===== config.mk =====
export PLATFORM = sky130hd
export DESIGN_NAME = gmii_rx_frame_parser
export DESIGN_NICKNAME = d
export VERILOG_FILES = /design/src/rtl/gmii_rx_frame_parser.sv
export SDC_FILE = /design/constraint.sdc
export NUM_CORES = 1
export LEC_CHECK = 0
export BUFFER_PORTS_ARGS = -buffer_cell sky130_fd_sc_hd__buf_4
export CORE_MARGIN = 4
export CORE_UTILIZATION = 30
export DETAILED_ROUTE_END_ITERATION = 8
export PLACE_DENSITY_LB_ADDON = 0.3
export REMOVE_ABC_BUFFERS = 1
export SLEW_MARGIN = 10
export SYNTH_ARGS = -nofsm -noshare
export SYNTH_HDL_FRONTEND = slang
export SYNTH_SLANG_ARGS = --single-unit

===== constraint.sdc =====
create_clock -name clock -period 6.4 [get_ports clock]
set_clock_uncertainty 0.15 [all_clocks]
set_input_delay 0.32 -clock clock [delete_from_list [all_inputs] [get_ports clock]]
set_output_delay 0.32 -clock clock [all_outputs]
set_load 0.005 [all_outputs]

===== src/rtl/gmii_rx_frame_parser.sv =====
// GMII receive frame parser: strips preamble/SFD, checks CRC-32 and length,
// and streams the payload (FCS removed) with last/error markers.
// Optional statistics counters are enabled by defining GMII_RX_STATS_EN.
module gmii_rx_frame_parser #(
  parameter int unsigned MIN_LEN = 64,
  parameter int unsigned MAX_LEN = 1518
) (
  input  logic       clock,
  input  logic       reset,
  input  logic [7:0] gmii_rxd,
  input  logic       gmii_rx_dv,
  input  logic       gmii_rx_er,
  output logic [7:0] out_data,
  output logic       out_valid,
  output logic       out_last,
  output logic       out_error,
  output logic [3:0] out_err_code
`ifdef GMII_RX_STATS_EN
  ,
  output logic [31:0] stat_frames_ok,
  output logic [31:0] stat_frames_bad
`endif
);

  localparam int unsigned LEN_W = 11;
  localparam int unsigned DLY_N = 5;
  localparam int unsigned FILL_W = 3;
  localparam logic [31:0] CRC_POLY    = 32'hEDB88320;
  localparam logic [31:0] CRC_INIT    = 32'hFFFFFFFF;
  localparam logic [31:0] CRC_RESIDUE = 32'hDEBB20E3;
  localparam logic [LEN_W-1:0] LEN_SAT = '1;
  localparam logic [7:0] PRE_BYTE = 8'h55;
  localparam logic [7:0] SFD_BYTE = 8'hD5;

  typedef enum logic [1:0] {IDLE, PREAMBLE, PAYLOAD, DROP} state_e;

  state_e                      state_q;
  logic [DLY_N-1:0][7:0]       dly_q;
  logic [FILL_W-1:0]           fill_q;
  logic [LEN_W-1:0]            len_q;
  logic [LEN_W-1:0]            len_d;
  logic [31:0]                 crc_q;
  logic [31:0]                 crc_d;
  logic                        rx_er_q;
  logic                        dly_full;
  logic [3:0]                  eof_code;

  // Byte-wide reflected CRC-32 update and saturating length increment
  always_comb begin
    crc_d = crc_q;
    for (int i = 0; i < 8; i++) begin
      crc_d = (crc_d >> 1) ^ (((crc_d[0] ^ gmii_rxd[i]) == 1'b1) ? CRC_POLY : 32'h0);
    end
    len_d    = (len_q == LEN_SAT) ? len_q : len_q + LEN_W'(1);
    dly_full = (fill_q == FILL_W'(DLY_N));
    eof_code = {(32'(len_q) > MAX_LEN), (32'(len_q) < MIN_LEN),
                (crc_q != CRC_RESIDUE), rx_er_q};
  end

  // Frame FSM, delay line, checkers and registered outputs
  always_ff @(posedge clock) begin
    if (reset) begin
      state_q      <= IDLE;
      dly_q        <= '0;
      fill_q       <= '0;
      len_q        <= '0;
      crc_q        <= CRC_INIT;
      rx_er_q      <= 1'b0;
      out_data     <= '0;
      out_valid    <= 1'b0;
      out_last     <= 1'b0;
      out_error    <= 1'b0;
      out_err_code <= '0;
`ifdef GMII_RX_STATS_EN
      stat_frames_ok  <= '0;
      stat_frames_bad <= '0;
`endif
    end else begin
      out_valid    <= 1'b0;
      out_last     <= 1'b0;
      out_error    <= 1'b0;
      out_err_code <= '0;
      case (state_q)
        IDLE, PREAMBLE: begin
          if (!gmii_rx_dv) begin
            state_q <= IDLE;
          end else if (gmii_rxd == PRE_BYTE) begin
            state_q <= PREAMBLE;
          end else if (gmii_rxd == SFD_BYTE) begin
            state_q <= PAYLOAD;
            crc_q   <= CRC_INIT;
            len_q   <= '0;
            rx_er_q <= 1'b0;
            fill_q  <= '0;
          end else begin
            state_q <= DROP;
          end
        end
        PAYLOAD: begin
          if (gmii_rx_dv) begin
            dly_q  <= {dly_q[DLY_N-2:0], gmii_rxd};
            fill_q <= dly_full ? fill_q : fill_q + FILL_W'(1);
            crc_q  <= crc_d;
            len_q  <= len_d;
            if (gmii_rx_er) begin
              rx_er_q <= 1'b1;
            end
            if (dly_full) begin
              out_valid <= 1'b1;
              out_data  <= dly_q[DLY_N-1];
            end
          end else begin
            state_q <= IDLE;
            fill_q  <= '0;
            if (dly_full) begin
              out_valid    <= 1'b1;
              out_last     <= 1'b1;
              out_data     <= dly_q[DLY_N-1];
              out_error    <= |eof_code;
              out_err_code <= eof_code;
            end
`ifdef GMII_RX_STATS_EN
            if (dly_full && (eof_code == 4'b0000)) begin
              if (stat_frames_ok != '1) begin
                stat_frames_ok <= stat_frames_ok + 32'(1);
              end
            end else if (stat_frames_bad != '1) begin
              stat_frames_bad <= stat_frames_bad + 32'(1);
            end
`endif
          end
        end
        DROP: begin
          if (!gmii_rx_dv) begin
            state_q <= IDLE;
          end
        end
        default: state_q <= IDLE;
      endcase
    end
  end

endmodule

# [Word-level counts from Yosys, hierarchy flattened]
# Index checks and enable logic that the tools add are counted.
[op_classes] add_sub_neg=2 multipliers=0 div_mod_pow=0 order_cmp=2 n_eq_ne=16 n_shift=0 n_mux=37 bitwise_logic=18 reduce_logical=14
[op_table] op="$mux W32" n=12
[op_table] op="$xor A31 B32 Y32" n=8
[op_table] op="$pmux W32 S2" n=1
[op_table] op="$mux W11" n=5
[op_table] op="$ne A32 B32 Y1 const B" n=1
[op_table] op="$pmux W11 S2" n=1
[op_table] op="$mux W3" n=5
[op_table] op="$ne A2 B2 Y1 const B" n=7
[op_table] op="$reduce_and A6 Y1" n=2
[op_table] op="$add A11 B1 Y11 const B" n=1
[op_table] op="$eq A11 B11 Y1 const B" n=1
[op_table] op="$gt A11 B11 Y1 const B" n=1
[op_table] op="$lt A11 B7 Y1 const B" n=1
[op_table] op="$reduce_and A5 Y1" n=2
[op_table] op="$eq A8 B7 Y1 const B" n=1
[op_table] op="$eq A8 B8 Y1 const B" n=1
[op_table] op="$reduce_or A4 Y1" n=2
[op_table] op="$xor A1 B1 Y1" n=8
[op_table] op="$mux W1" n=7
[op_table] op="$mux W2" n=3
[op_table] op="$pmux W3 S2" n=1
[op_table] op="$reduce_or A2 Y1" n=3
[op_table] op="$eq A2 B2 Y1 const B" n=2
[op_table] op="$pmux W2 S2" n=1
[op_table] op="10 further kinds" n=12
[word_totals] reg_bits=104 latchBits=0 ramBits=0 rom_bits=0 inputBits=12 out_inout_bits=15 word_cells=104 mem_count=0

# [Logic depth before layout (Yosys ltp)]
[depth] ltp_word=26 depth_mapped=7

# [Least setup slack after synthesis]
# OpenSTA, ideal clock, no wires.
[synth_timing] path_kind="reg-to-reg" startpoint="reg state_q[1]" endpoint="reg crc_q[22]" setup_ps=122 arrival_time_ps=1921 slack_ps=4207 stages_incl_launch_ff=8 path_buffers=2 synth_period_minus_slack_ps=2193 path_cell_list="dfxtp_1 -> buf_2 -> nand4bb_4 -> or3_1 -> buf_2 -> o21a_4 -> or4b_1 -> o311a_1"
[synth_via] elab_chain_len=4
[synth_lines] element="start, declared" line_no="37" rtl="state_e state_q;"
[synth_lines] element="start signal, assigned" line_no="63" rtl="state_q <= IDLE;"
[synth_lines] element="start signal, assigned" line_no="86" rtl="state_q <= IDLE;"
[synth_lines] element="start signal, assigned" line_no="88" rtl="state_q <= PREAMBLE;"
[synth_lines] element="$eq A2 B1 Y1 or $logic_not A2 Y1 (tied branches)" line_no="83" rtl="case (state_q)"
[synth_lines] element="$reduce_or A2 Y1" line_no="83"
[synth_lines] element="$ne A2 B2 Y1 (no line) or $reduce_bool A2 Y1 (tied branches)"
[synth_lines] element="$reduce_and A5 Y1 (no line)"
[synth_lines] element="end signal, assigned" line_no="103" rtl="crc_q <= crc_d;"
[synth_lines] element="end, declared" line_no="42" rtl="logic [31:0] crc_q;"
# Parallel ways exist; a longest one is shown, timed or not.
# A chain may end at the register's enable or synchronous reset.

# [Worst setup path in the final report]
[layout_timing] startpoint="reg state_q[1]" endpoint="reg len_q[7]"
[layout_via] elab_chain_len=4
[layout_lines] element="$eq A2 B1 Y1 or $logic_not A2 Y1 (tied branches)" line_no="83"
[layout_lines] element="$reduce_or A2 Y1" line_no="83"
[layout_lines] element="$ne A2 B2 Y1 (no line) or $reduce_bool A2 Y1 (tied branches)"
[layout_lines] element="$reduce_and A6 Y1 (no line)"
[layout_lines] element="end signal, assigned" line_no="104" rtl="len_q <= len_d;"
[layout_lines] element="end, declared" line_no="40" rtl="logic [LEN_W-1:0] len_q;"
# Parallel ways exist; a longest one is shown, timed or not.

==> impl_metrics.csv <==
group,metric,value,unit
clock_network,cts_buffer_depth,2,
final_layout,antennaDiodeCount,0,
worst_hold_path,hold_depth,3,
power_and_ir_drop,peakVddDrop,0.118,mV
grt,antenna_found_initial,0,
die,num_rows,46,
logic_synthesis,synth-edff-count,0,
logic_synthesis,ys.warnings.count,0,
worst_hold_path,worstHoldStart,"gmii_rxd[5]",
die,start_util,0.309,
final_layout,nets,556,
logic_synthesis,synth_xor_area_frac,0.202,
clock_network,clock-sinks,104,
die,core_region_area,16000,µm²
grt,grt_max_degree,91,
clock_network,ctsHoldBuffers,0,
setup_path,crit_path_start_kind,"register",
logic_synthesis,synth_cell_types,51,
place,numPortBuffers,26,
drt,drtAntennaViolNets,0,
final_layout,area_growth,13.6,%
logic_synthesis,synth_top_family_by_area,"simple AND/OR/NAND/NOR gates",
sta,finalHoldViolCount,0,
worst_hold_path,holdCritPathClass,"in -> reg",
sta,tns,0,ns
grt,grt_pass1_wl,17400,µm
grt,grt_usage,0.117,
grt,grt_overflow_total,0,
logic_synthesis,synth_area,4940,µm²
setup_path,r2r-end,"len_q[7]$_SDFFE_PP0P_",
clock_network,insertion_delay,0.35,ns
place,hpwlAfterDp,7000,µm
die,fp.dieW,136,µm
logic_synthesis,ys_ff_latch,104,
power_and_ir_drop,powerDensity,257,nW/µm²
setup_path,end_kind,"register",
power_and_ir_drop,leakage,2.10,nW
setup_path,worstSetupStartpoint,"state_q[1]$_SDFFE_PP0P_",
sta,fmax,0.378,GHz
drt,drtIter0Drc,261,
logic_synthesis,postSynthCellCount,527,
drt,routed_wl,10500,µm
final_layout,fillers,1685,
drt,vias_per_cell,4.78,
final_layout,layout_common_cells,"dfxtp_1, nand2_1, a21oi_1",
die,dieHeight,136,µm
sta,maxSlewViolCount,0,
final_layout,mostFrequentLayoutCell,"dfxtp_1",
final_layout,final_util,0.351,
sta,setup_viol,0,
final_layout,drive_gt1_frac,0.110,
clock_network,cts_htree_levels,3,
place,place_area,5330,µm²
sta,max-slew-margin-rel,0.428,
drt,route.detailed.drc,0,
setup_path,path_max_fanout,46,
clock_network,cts_buffers,9,
worst_hold_path,hold_end,"dly_q[5]$_SDFFE_PP0P_",
setup_path,r2r_setup_slack,3.75,ns
logic_synthesis,synthMuxAreaShare,0.00202,
final_layout,final_area,5620,µm²
drt,wl_per_cell,13.9,µm
logic_synthesis,yosysSeqAreaShare,0.421,
clock_network,tritoncts,"built",
logic_synthesis,synthArstFlopShare,0,
drt,dr.pass1.iters,5,
run_status,status,"finished clean",
die,die-area,18600,µm²
clock_network,cts_setup_buffers,0,
logic_synthesis,synth-adder-area-share,0.0101,
setup_path,rr_startpoint,"state_q[1]$_SDFFE_PP0P_",
logic_synthesis,syn_avg_cell_area,9.38,µm²
place,gp_congestion,0.806,
drt,num_vias,3633,
flow_run,cap_violations,0,
logic_synthesis,synth-compound-area-share,0.126,
place,placedCellCount,744,
logic_synthesis,yosys.area_share.simple,0.211,
logic_synthesis,yosys_most_used_dff,"dfxtp_1",
setup_path,required,6.45,ns
clock_network,cts_resized,0,
sta,fin_crit_sh,0.413,
die,pin_count,27,
setup_path,ff2ff_path_depth,7,
setup_path,cp.arrival,2.70,ns
sta,rsz0062_at_grt,"no",
sta,worst_pin_slew,0.858,ns
sta,period_needed,2.65,ns
grt,grt_pass1_vias,3438,
setup_path,path_class,"reg -> reg",
clock_network,path_clk_slew,0.07,ns
final_layout,stdcell_count,760,
clock_network,cts_root_buf,"clkbuf_16",
==> cell usage after synthesis, types with 7 or more instances <==
cell type | count | share of area
nor2_1 | 30 | 0.023
dfxtp_1 | 104 | 0.42
nand2_1 | 100 | 0.076
o21bai_1 | 7 | 0.011
clkbuf_1 | 25 | 0.019
xnor3_1 | 15 | 0.068
nand2b_1 | 25 | 0.032
a21oi_1 | 56 | 0.057
o22ai_1 | 23 | 0.029
nor3_1 | 9 | 0.0091
nand4_1 | 7 | 0.0089
xnor2_1 | 31 | 0.055
xnor2_2 | 7 | 0.023
xor2_1 | 11 | 0.019
==> power by group <==
group,total [mW],switching [mW],internal (mW),leakage (nW)
sequential,0.673,0.0133,0.660,0.842
combinational,0.252,0.117,0.135,1.13
clock,0.519,0.236,0.283,0.128
==> worst max-delay path, cell delays in order, from the launching register on <==
cell	delay, ns
dfxtp_1	0.47
nand3b_1	0.51
buf_8	0.36
o41ai_4	0.06
buf_4	0.48
nand4b_1	0.17
xnor2_1	0.15
nor2b_1	0.12
==> cells by family after synthesis <==
| logic type | Yosys count |
|---|---|
| buffers and inverters | 35 |
| adder cells (fa/ha/maj) | 4 |
| XOR/XNOR | 71 |
| multiplexers | 1 |
| AND/OR/NAND/NOR | 209 |
| flip-flops | 104 |
| AO/OA/AOI/OAI | 103 |
==> routing by layer <==
metal  share of wire  global-route usage  wire length [µm]  vias to the layer above
li1                -                   -                 -                     1835
met1            0.49               0.161              5130                     1708
met2            0.46               0.180              4820                       72
met3           0.033              0.0189               351                       18
met4           0.023              0.0560               240                        0
met5               0                   0                 0                        -
==> worst max path at each step <==
stage,to,slack [ns],cells past startpoint
after floorplan,len_q[7]$_SDFFE_PP0P_,3.19,5
after CTS,len_q[7]$_SDFFE_PP0P_,3.56,6
after global placement,len_q[7]$_SDFFE_PP0P_,3.70,6
after global routing,len_q[1]$_SDFFE_PP0P_,3.49,7
final,len_q[7]$_SDFFE_PP0P_,3.75,7
after detailed placement,len_q[7]$_SDFFE_PP0P_,3.58,6
==> per-stage QoR <==
| stage | setup slack (ns) | total power [mW] | hold slack [ns] |
|---|---|---|---|
| 2_1_floorplan | 3.19 | 0.881 | 0.239 |
| 6_report | 3.75 | 1.45 | 0.113 |
| 5_1_grt | 3.49 | 1.50 | 0.108 |
| 3_3_place_gp | 3.70 | 0.938 | 0.287 |
| 4_1_cts | 3.56 | 1.46 | 0.0981 |
| 3_5_place_dp | 3.58 | 0.939 | 0.292 |
==> flip-flops by register name, indices dropped and copies added (netlist names), 2 cells and up <==
name,flops
out_err_code,4
dly_q,40
fill_q,3
state_q,2
len_q,11
crc_q,32
out_data,8
==> final cells by class <==
type,count,area [µm²],share of cell area
clock buffers,13,260,0.0463
flip-flops and latches,104,2080,0.371
well taps,216,270,0.0481
repair buffers,30,233,0.0414
clock inverters,2,15.0,0.00267
multi-input cells,388,2730,0.486
inverters,7,26.3,0.00468
No activity file was read; power rests on OpenSTA's default activity.
